`config.mk`:
```
export PLATFORM = sky130hd
export DESIGN_NAME = cache_axi_arbiter
export DESIGN_NICKNAME = d
export VERILOG_FILES = /design/src/rtl/cache_axi_arbiter.sv
export SDC_FILE = /design/constraint.sdc
export NUM_CORES = 1
export LEC_CHECK = 0
export ABC_AREA = 1
export CAP_MARGIN = 20
export CORE_AREA = 2 2 359 361
export CTS_CLUSTER_DIAMETER = 80
export DETAILED_ROUTE_END_ITERATION = 7
export DIE_AREA = 0 0 361 363
export SYNTH_ARGS = -nofsm -noshare
export SYNTH_HDL_FRONTEND = slang
export SYNTH_SLANG_ARGS = --single-unit
export TNS_END_PERCENT = 5
```
`constraint.sdc`:
```
create_clock -name clk -period 15.5 [get_ports clk]
set_input_delay 3.1 -clock clk [delete_from_list [all_inputs] [get_ports clk]]
set_output_delay 3.1 -clock clk [all_outputs]
set_load 0.005 [all_outputs]
```
`src/rtl/cache_axi_arbiter.sv`:
```
// cache_axi_arbiter: arbitrates icache/dcache requests onto the single-outstanding
// AXI bridge port, waits for the bridge to finish, then returns a one-cycle
// response pulse with the captured read data to the cache that owns the request.
// Optional feature macro: CACHE_ARB_ROUND_ROBIN_EN (round-robin when defined,
// fixed dcache priority otherwise).
module cache_axi_arbiter #(
  parameter int BLOCK_WIDTH = 128,
  parameter int ADDR_WIDTH  = 32
) (
  input  logic                   clk,
  input  logic                   rst,
  input  logic                   ic_valid,
  input  logic                   dc_valid,
  output logic                   ic_ready,
  output logic                   dc_ready,
  input  logic                   ic_we,
  input  logic                   dc_we,
  input  logic                   ic_cached,
  input  logic                   dc_cached,
  input  logic [ADDR_WIDTH-1:0]  ic_addr,
  input  logic [ADDR_WIDTH-1:0]  dc_addr,
  input  logic [BLOCK_WIDTH-1:0] ic_wblock,
  input  logic [BLOCK_WIDTH-1:0] dc_wblock,
  input  logic [31:0]            ic_wword,
  input  logic [31:0]            dc_wword,
  input  logic [3:0]             ic_wstrb,
  input  logic [3:0]             dc_wstrb,
  output logic                   ic_resp,
  output logic                   dc_resp,
  output logic [BLOCK_WIDTH-1:0] resp_rblock,
  output logic [31:0]            resp_rword,
  output logic                   down_valid,
  input  logic                   down_ready,
  output logic                   down_we,
  output logic                   down_cached,
  output logic [ADDR_WIDTH-1:0]  down_addr,
  output logic [BLOCK_WIDTH-1:0] down_wblock,
  output logic [31:0]            down_wword,
  output logic [3:0]             down_wstrb,
  input  logic                   down_finish,
  input  logic [BLOCK_WIDTH-1:0] down_rblock,
  input  logic [31:0]            down_rword
);

  localparam logic [1:0] S_IDLE  = 2'd0;
  localparam logic [1:0] S_ISSUE = 2'd1;
  localparam logic [1:0] S_WAIT  = 2'd2;
  localparam logic [1:0] S_RESP  = 2'd3;

  logic [1:0]             state_q, state_d;
  logic                   owner_q;      // 1 = dcache owns the transaction
  logic                   grant_dc;     // dcache wins if a request is taken now
  logic                   accept;
  logic                   we_q, cached_q;
  logic [ADDR_WIDTH-1:0]  addr_q;
  logic [BLOCK_WIDTH-1:0] wblock_q;
  logic [31:0]            wword_q;
  logic [3:0]             wstrb_q;
  logic [BLOCK_WIDTH-1:0] rblock_q;
  logic [31:0]            rword_q;

`ifdef CACHE_ARB_ROUND_ROBIN_EN
  logic favour_dc_q;

  // Simultaneous requests go to the favoured side; a lone requester always wins.
  always_comb grant_dc = dc_valid && (!ic_valid || favour_dc_q);

  // After every grant, favour the requester that just lost its turn.
  always_ff @(posedge clk or posedge rst) begin
    if (rst) begin
      favour_dc_q <= 1'b1;
    end else if (accept) begin
      favour_dc_q <= ~grant_dc;
    end
  end
`else
  // Fixed priority: the dcache wins whenever it is requesting.
  always_comb grant_dc = dc_valid;
`endif

  assign accept = (state_q == S_IDLE) && (ic_valid || dc_valid);

  // Ready is only offered in IDLE; held low while reset is asserted.
  always_comb begin
    ic_ready = accept && !grant_dc && !rst;
    dc_ready = accept && grant_dc && !rst;
  end

  // Sequencer: one outstanding transaction, IDLE -> ISSUE -> WAIT -> RESP.
  always_comb begin
    state_d = state_q;
    case (state_q)
      S_IDLE:  if (accept)      state_d = S_ISSUE;
      S_ISSUE: if (down_ready)  state_d = S_WAIT;
      S_WAIT:  if (down_finish) state_d = S_RESP;
      default:                  state_d = S_IDLE;
    endcase
  end

  // State register.
  always_ff @(posedge clk or posedge rst) begin
    if (rst) begin
      state_q <= S_IDLE;
    end else begin
      state_q <= state_d;
    end
  end

  // Latch the winner's request fields and owner when the request is taken.
  always_ff @(posedge clk or posedge rst) begin
    if (rst) begin
      owner_q  <= 1'b0;
      we_q     <= 1'b0;
      cached_q <= 1'b0;
      addr_q   <= '0;
      wblock_q <= '0;
      wword_q  <= '0;
      wstrb_q  <= '0;
    end else if (accept) begin
      owner_q  <= grant_dc;
      we_q     <= grant_dc ? dc_we     : ic_we;
      cached_q <= grant_dc ? dc_cached : ic_cached;
      addr_q   <= grant_dc ? dc_addr   : ic_addr;
      wblock_q <= grant_dc ? dc_wblock : ic_wblock;
      wword_q  <= grant_dc ? dc_wword  : ic_wword;
      wstrb_q  <= grant_dc ? dc_wstrb  : ic_wstrb;
    end
  end

  // Capture bridge read data on completion; held until the next completion.
  always_ff @(posedge clk or posedge rst) begin
    if (rst) begin
      rblock_q <= '0;
      rword_q  <= '0;
    end else if (state_q == S_WAIT && down_finish) begin
      rblock_q <= down_rblock;
      rword_q  <= down_rword;
    end
  end

  // Output mapping: bridge request in ISSUE, owner response pulse in RESP.
  always_comb begin
    down_valid  = (state_q == S_ISSUE);
    down_we     = we_q;
    down_cached = cached_q;
    down_addr   = addr_q;
    down_wblock = wblock_q;
    down_wword  = wword_q;
    down_wstrb  = wstrb_q;
    ic_resp     = (state_q == S_RESP) && !owner_q;
    dc_resp     = (state_q == S_RESP) && owner_q;
    resp_rblock = rblock_q;
    resp_rword  = rword_q;
  end

endmodule

```
==> results of run 1 <==
==> flip-flops by register name (all words and copies together), names as in the netlist <==
signal / count
down_we: 1
down_wstrb: 4
down_cached: 1
resp_rblock: 128
owner_q: 1
down_wblock: 128
resp_rword: 32
down_addr: 32
state_q: 2
down_wword: 32
==> worst min path at each step <==
stage | startpoint | to | slack (ns) | cells past startpoint
after floorplan | resp_rblock[0] | resp_rblock[0] | 0.47 | 2
after global placement | resp_rword[30] | resp_rword[30] | 0.45 | 2
after detailed placement | resp_rblock[21] | resp_rblock[21] | 0.46 | 2
after CTS | resp_rblock[97] | resp_rblock[97] | 0.47 | 2
after global routing | resp_rblock[94] | resp_rblock[94] | 0.49 | 2
final | resp_rword[14] | resp_rword[14] | 0.47 | 2
==> worst max-delay path, delay by kind of cell <==
family | cells | cell delay, ns
buffers and inverters | 3 | 1.64
AND/OR/NAND/NOR | 2 | 0.38
==> stage by stage <==
step,cell area (µm²),instances,hold slack [ns]
2_1_floorplan,16000,1857,0.465
3_3_place_gp,26800,4282,0.453
3_5_place_dp,26800,4282,0.457
4_1_cts,28300,4365,0.472
5_1_grt,28400,4379,0.486
6_report,28400,4382,0.467
==> cell usage in the layout (no fill, tap or decap), drive strengths merged <==
cell type,instances
bufinv,4
dfrtp,361
buf,23
diode,17
nor4,1
clkdlybuf4s50,922
o21ai,199
inv,14
clkinv,9
clkbuf,67
nor2,6
ha,4
nand3,751
nand2,342
==> layer usage <==
metal	GRT usage, %	wire (µm)	vias up
li1	-	-	8058
met1	17.1	38800	8629
met2	21.4	43500	845
met3	6.66	10900	224
met4	6.43	3820	68
met5	0	448	-
==> layout make-up <==
type	count	share of cell area [%]
Antenna cell	17	0.150
Clock buffer	66	4.57
Clock inverter	17	0.869
Inverter	10	0.203
Multi-Input combinational cell	1303	21.8
Sequential cell	361	31.9
Tap cell	1662	7.33
Timing Repair Buffer	946	33.3
==> power groups by stage <==
stage / Combinational, µW / Sequential, µW / Clock [µW]
2_1_floorplan: 897 / 1670 / 0
6_report: 2440 / 1670 / 1120
3_5_place_dp: 2460 / 1680 / 0
5_1_grt: 2640 / 1730 / 1190
3_3_place_gp: 2440 / 1660 / 0
4_1_cts: 2470 / 1670 / 1150
==> cells by family after synthesis <==
| group | share of synthesized area (%) |
|---|---|
| fa+ha+maj | 0.313 |
| flops | 56.4 |
| compound gates | 6.22 |
| buf+inv | 5.22 |
| simple gates | 31.8 |
==> impl_metrics.ini, run 1 <==
[sta]
rsz0062_at_grt = false
finalSetupTns_ns = 0
clock_skew_ns = 0.0218
layout_min_cycle_time_ns = 8.27
worst_pin_slew_ns = 1.07
worst_slack_ns = 7.23
final.period_utilization_pct = 53.3
relSlewSlack_pct = 28.5
hold_viol = 0
setup_viol = 0
maxSlewViolCount = 0
max_freq_mhz = 121

[grt]
grt_first_pass_wirelength_um = 134000
grt_max_degree = 145
track_usage_pct = 14.2
grt_remaining_overflow = 0
antenna_found_initial = 70
grt_pass1_vias = 17500

[die]
die_y_um = 363
die_area_mm2 = 0.131
dieWidth_um = 361
ios = 925
start_util_pct = 12.6
rows = 131
core_mm2 = 0.127

[yosys]
synthFlopType = dfrtp_1
synth_area_leader_cell = dfrtp_1
yosys_warnings = 0
synth-seq-cells = 361
synth-edff-count = 0
netlist_instances = 1857
synth_top_area_share_pct = 56.4
synth_common_cells = nand3_1 (751), dfrtp_1 (361), nand2_1 (342), o21ai_0 (199), clkbuf_1 (96)
yosysSeqAreaShare_pct = 56.4
syn_area_per_cell_um2 = 8.62
synthesis.nets = 2423
synthTopCellsByArea = dfrtp_1 (56%), nand3_1 (23%), nand2_1 (8.0%)
synth.distinct_cells = 16
synth_area_mm2 = 0.0160
ys_async_sr_fraction_pct = 100
yosysMostFrequentCell = nand3_1

[route]
dr.pass1.iters = 7
routed_wl_um = 97500
drcViolationCount = 0
vias_per_cell = 4.07
wire_per_inst_um = 22.3
dr_total_vias = 17800
drt_iter0_drc = 1592
ant_nets = 0

[min_path]
min_path_type = reg -> reg

[critical_path]
reg2reg_depth = 7
critPathMaxFanout = 79
crit_end = ic_ready
end_kind = output pin
rrSetupSlack_ns = 12.23
crit_arrival_ns = 5.17
critPathKind = in -> out
worstSetupStartpoint = dc_valid
slowest_stage = buf_4
rr_startpoint = state_q[0]
cpPeakStageDelay_ns = 0.66
rr_endpoint = down_wblock[96]
path_cells = clkbuf_8, buf_4, nor2_4, nor4_1, clkdlybuf4s50_1
crit_required_ns = 12.40
cp-start-kind = input port

[place]
io_buffer_count = 924
dp_hpwl_um = 76200
preCtsSetupSlack_ns = 7.19
gp_congestion = 0.886

[power_and_ir_drop]
p_comb_share_pct = 46.6
netSwitchingFraction_pct = 37.5
vdd_drop_max_v = 0.0000885
power.density_mw_per_mm2 = 184
power.total_uw = 5230
power_frac_seq_pct = 31.9
clockPowerShare_pct = 21.4
p_switching_uw = 1960
power.internal_uw = 3270
power_leakage_uw = 0.0117

[layout]
final_util_pct = 22.3
num-nets-final = 3234
multi_input_area_mm2 = 0.00617
area_growth_pct = 77.1
drive_above_1_share_pct = 3.77
seqCellArea_mm2 = 0.00903
n_fill_cell = 13800

[clock_network]
clock_sinks = 361
hold_buffers = 0
post_cts_resized = 0
insertion_delay_ns = 0.62
postCtsSetupRepairBufs = 0
h-tree-depth = 2
clkTransAtPathRegs_ns = 0.06
cts_buffers = 46
clockBufferDepth = 3
cts-root-buf = clkbuf_16
cts_tree = done

[run]
cap_violations = 0

[outcome]
status = complete, no violations
(Power assumes the default switching activity.)
==> run 2: changes to the inputs <==
clock period = 8 ns   (was 15.5 ns; I/O delays follow)
==> run 2 against run 1 <==
Sequential share of layout area fell by 0.053 points. Clock power grew 93%. Die area did not move. Via count is 0.49% lower. Critical path type unchanged. Largest cell class unchanged.
==> impl_metrics.ini, run 2 (synthesis gave the netlist of run 1 again) <==
[layout]
n_fill_cell = 13800
final_common_cell = clkdlybuf4s50_1
area_growth_pct = 77.4
num-nets-final = 3237
drive_above_1_share_pct = 3.99
final_cell_mix = clkdlybuf4s50_1 (922), nand3_1 (751), dfrtp_1 (361), nand2_1 (341), o21ai_0 (199)

[route]
dr.pass1.iters = 7
dr_total_vias = 17700
vias_per_cell = 4.05
drt_iter0_drc = 1644
routed_wl_um = 96200
ant_nets = 0
drcViolationCount = 0
wire_per_inst_um = 22.0

[sta]
rsz0062_at_grt = false
max_freq_mhz = 204
maxSlewViolCount = 0
final.period_utilization_pct = 61.2
relSlewSlack_pct = 28.7
setup_viol = 0
clock_skew_ns = 0.0203
fin_hold_ws_ns = 0.469
layout_min_cycle_time_ns = 4.90
finalSetupTns_ns = 0
worst_pin_slew_ns = 1.07
hold_viol = 0

[clock_network]
h-tree-depth = 2
hold_buffers = 0
cts_buffers = 47
postCtsSetupRepairBufs = 0
cts-root-buf = clkbuf_16
clock_sinks = 361
clockBufferDepth = 3
post_cts_resized = 0
cts_tree = done
insertion_delay_ns = 0.61
clkTransAtPathRegs_ns = 0.06

[die]
dieWidth_um = 361
ios = 925
die_y_um = 363
die_area_mm2 = 0.131
core_mm2 = 0.127
rows = 131
start_util_pct = 12.6

[grt]
track_usage_pct = 14.0
antenna_found_initial = 62
grt_max_degree = 140
grt_first_pass_wirelength_um = 134000
grt_pass1_vias = 17700
grt_remaining_overflow = 0

[critical_path]
cp-start-kind = input port
reg2reg_depth = 8
rr_startpoint = state_q[0]
end_kind = output pin
rr_endpoint = down_addr[19]
crit_required_ns = 6.40
critPathMaxFanout = 86
rrSetupSlack_ns = 4.24
crit_arrival_ns = 3.30
critPathKind = in -> out

[power_and_ir_drop]
vdd_drop_max_v = 0.000167
power_leakage_uw = 0.0118
power.density_mw_per_mm2 = 354
power.total_uw = 10000

[place]
io_buffer_count = 924
dp_hpwl_um = 74400
gp_congestion = 0.898

[min_path]
min-delay-start = resp_rblock[119]
min_path_type = reg -> reg
min_path_cells = 2
min_to = resp_rblock[119]

[outcome]
status = complete, no violations

[run]
cap_violations = 0
-- run 2: critical path, stage by stage --
cell	delay (ns)
clkbuf_8	0.48
nor2_4	0.06
buf_4	0.34
nor4_1	0.25
clkdlybuf4s50_1	0.55
-- run 2: final cells by class --
type	instances	area [µm²]	area share [%]
multi-input combinational	1303	6170	21.7
antenna	8	20.0	0.0705
timing repair buffer	948	9480	33.4
tap	1662	2080	7.32
sequential	361	9030	31.8
inverter	10	53.8	0.189
clock inverter	16	184	0.647
clock buffer	72	1380	4.86
-- run 2: how the worst max path moves through the flow --
stage | start | endpoint | slack, ns
3_3_place_gp | dc_valid | ic_ready | 3.05
2_1_floorplan | rst | down_addr[0] | 1.56
4_1_cts | dc_valid | ic_ready | 3.06
5_1_grt | dc_valid | ic_ready | 2.94
3_5_place_dp | dc_valid | ic_ready | 3.07
6_report | dc_valid | ic_ready | 3.10
-- run 2: through the flow --
stage / setup WS [ns] / cell area, µm² / util [%] / instances
after floorplan: 1.56 / 16000 / - / 1857
after global placement: 3.05 / 26800 / 21.1 / 4284
after detailed placement: 3.07 / 26800 / 21.1 / 4284
after CTS: 3.06 / 28400 / 22.3 / 4372
after global routing: 2.94 / 28400 / 22.4 / 4377
final: 3.10 / 28400 / 22.4 / 4380
-- run 2: routing by layer --
layer	vias to the layer above	track usage (%)	share of wire, %
met5	-	0	0.30
met4	48	4.37	2.9
met3	206	5.09	9.6
met2	862	22.6	46
met1	8561	17.4	41
li1	8059	-	-
-- run 2: power breakdown --
part           switching, µW  total (µW)  internal (µW)  leakage (µW)
Sequential               523        3240           2720       0.00445
Combinational           2290        4650           2350       0.00654
Clock                    894        2160           1260      0.000772
Total                   3710       10000           6340        0.0118
==> run 3: changes to the inputs <==
CORE_AREA = 2 2 357 359   (was 2 2 359 361)
DIE_AREA = 0 0 359 361   (was 0 0 361 363)
clock period = 4.3 ns   (was 8 ns; I/O delays follow)
==> run 3 against run 2 <==
Register-to-register slack worse by 2.6 ns. Sequential share of layout area decreased by 0.28 points. Sequential power up 84%. Setup slack worse by 2.4 ns. Hold slack about the same. Clock power is 91% higher. Design area grew 0.90%. Final cell count is essentially flat. Critical endpoint unchanged. Routed wire length fell by 0.56%. Die area fell by 1.1%.
==> impl_metrics.ini, run 3 (synthesis gave the netlist of run 1 again) <==
[layout]
finalInstanceArea_mm2 = 0.0287
final_cell_mix = clkdlybuf4s50_1 (922), nand3_1 (751), dfrtp_1 (361), nand2_1 (341), o21ai_0 (199)
num-nets-final = 3253
seqCellArea_mm2 = 0.00903
multi_input_area_mm2 = 0.00617
n_fill_cell = 13600
final_util_pct = 22.9
drive_above_1_share_pct = 4.70
area_growth_pct = 79.0
final_common_cell = clkdlybuf4s50_1

[grt]
track_usage_pct = 14.1
antenna_found_initial = 57
grt_pass1_vias = 17600
grt_first_pass_wirelength_um = 134000
grt_remaining_overflow = 0
grt_max_degree = 163

[place]
gp_congestion = 0.866
dp_hpwl_um = 73900
preCtsSetupSlack_ns = 0.741
dpl_cell_area_mm2 = 0.0270
io_buffer_count = 924

[route]
routed_wl_um = 95700
dr_total_vias = 17900
wire_per_inst_um = 21.8
drt_iter0_drc = 1597
dr.pass1.iters = 5
vias_per_cell = 4.09
drcViolationCount = 0
ant_nets = 0

[sta]
hold_viol = 0
worst_slack_ns = 0.738
rsz0062_at_grt = false
layout_min_cycle_time_ns = 3.56
fin_hold_ws_ns = 0.469
relSlewSlack_pct = 30.1
final.period_utilization_pct = 82.8
maxSlewViolCount = 0
max_freq_mhz = 281
clock_skew_ns = 0.0242
setup_viol = 0
worst_pin_slew_ns = 1.05

[critical_path]
reg2reg_depth = 7
crit_arrival_ns = 2.70
cp-start-kind = input port
worstSetupStartpoint = rst
cp_common_cell = clkdlybuf4s50_1
slowest_stage = clkdlybuf4s50_1
path_cells = clkdlybuf4s50_1, nor4_1, clkdlybuf4s50_1
end_kind = output pin
crit_required_ns = 3.44
critical_path_depth = 3
crit_family = buffers and inverters
rr_startpoint = state_q[1]
critPathKind = in -> out
critPathMaxFanout = 3
cpPeakStageDelay_ns = 0.65
crit_buf_inv = 2

[die]
dieWidth_um = 359
rows = 130
die_y_um = 361
start_util_pct = 12.8
die_area_mm2 = 0.130
core_mm2 = 0.125
ios = 925

[power_and_ir_drop]
power.density_mw_per_mm2 = 658
vdd_drop_max_v = 0.000404
p_switching_uw = 6930
power_frac_seq_pct = 31.7
netSwitchingFraction_pct = 36.7
p_comb_share_pct = 46.5
clockPowerShare_pct = 21.8
power.internal_uw = 11900
power_leakage_uw = 0.0119

[clock_network]
cts_buffers = 47
h-tree-depth = 2
cts-root-buf = clkbuf_16
post_cts_resized = 0
clkTransAtPathRegs_ns = 0.06
insertion_delay_ns = 0.61
hold_buffers = 0
cts_tree = done
clockBufferDepth = 3
clock_sinks = 361
postCtsSetupRepairBufs = 0

[min_path]
min_path_type = reg -> reg
min_path_cells = 2
min-delay-start = resp_rblock[127]

[outcome]
status = complete, no violations

[run]
cap_violations = 0
run 3: worst paths after layout:
check / to / slack (ns)
setup / recovery: ic_ready / 0.74
hold / removal: resp_rblock[127] / 0.47
setup reg to reg: down_wblock[98] / 1.62
hold reg to reg: resp_rblock[127] / 0.47
max in group asynchronous: down_wblock[109] / 2.28
min in group asynchronous: down_wblock[62] / 0.98
run 3: tightest hold or removal path: cells and delay by family, from the launching register on:
family	cells	cell delay, ns
AND/OR/NAND/NOR	2	0.10
flip-flops	1	0.34
run 3: through the flow:
step | total power [µW] | instances | setup TNS [ns]
CTS | 19100 | 4372 | 0
finish | 18900 | 4383 | 0
floorplan | 9260 | 1857 | -505.50
detailed placement | 14900 | 4288 | 0
global route | 20100 | 4382 | 0
global placement | 14800 | 4288 | 0
run 3: power groups by stage:
stage | clock network (µW) | logic (µW) | registers, µW
after floorplan | 0 | 3240 | 6030
after global placement | 0 | 8830 | 5930
after detailed placement | 0 | 8860 | 5990
after CTS | 4240 | 8890 | 5970
after global routing | 4370 | 9510 | 6170
final | 4120 | 8780 | 5970
run 3: layout make-up:
cell class,instances,share of cell area (%)
repair buffers,964,33.8
well taps,1650,7.20
flip-flops and latches,361,31.5
inverters,10,0.188
clock buffers,68,4.94
multi-input cells,1303,21.5
diodes,11,0.0960
clock inverters,16,0.672
run 3: routing by layer:
metal | vias up | track usage [%] | part of all wire (%)
met3 | 179 | 6.28 | 11
met2 | 830 | 22.4 | 46
met4 | 56 | 4.48 | 2.7
li1 | 8096 | - | -
met1 | 8757 | 17.1 | 40
met5 | - | 0 | 0.35
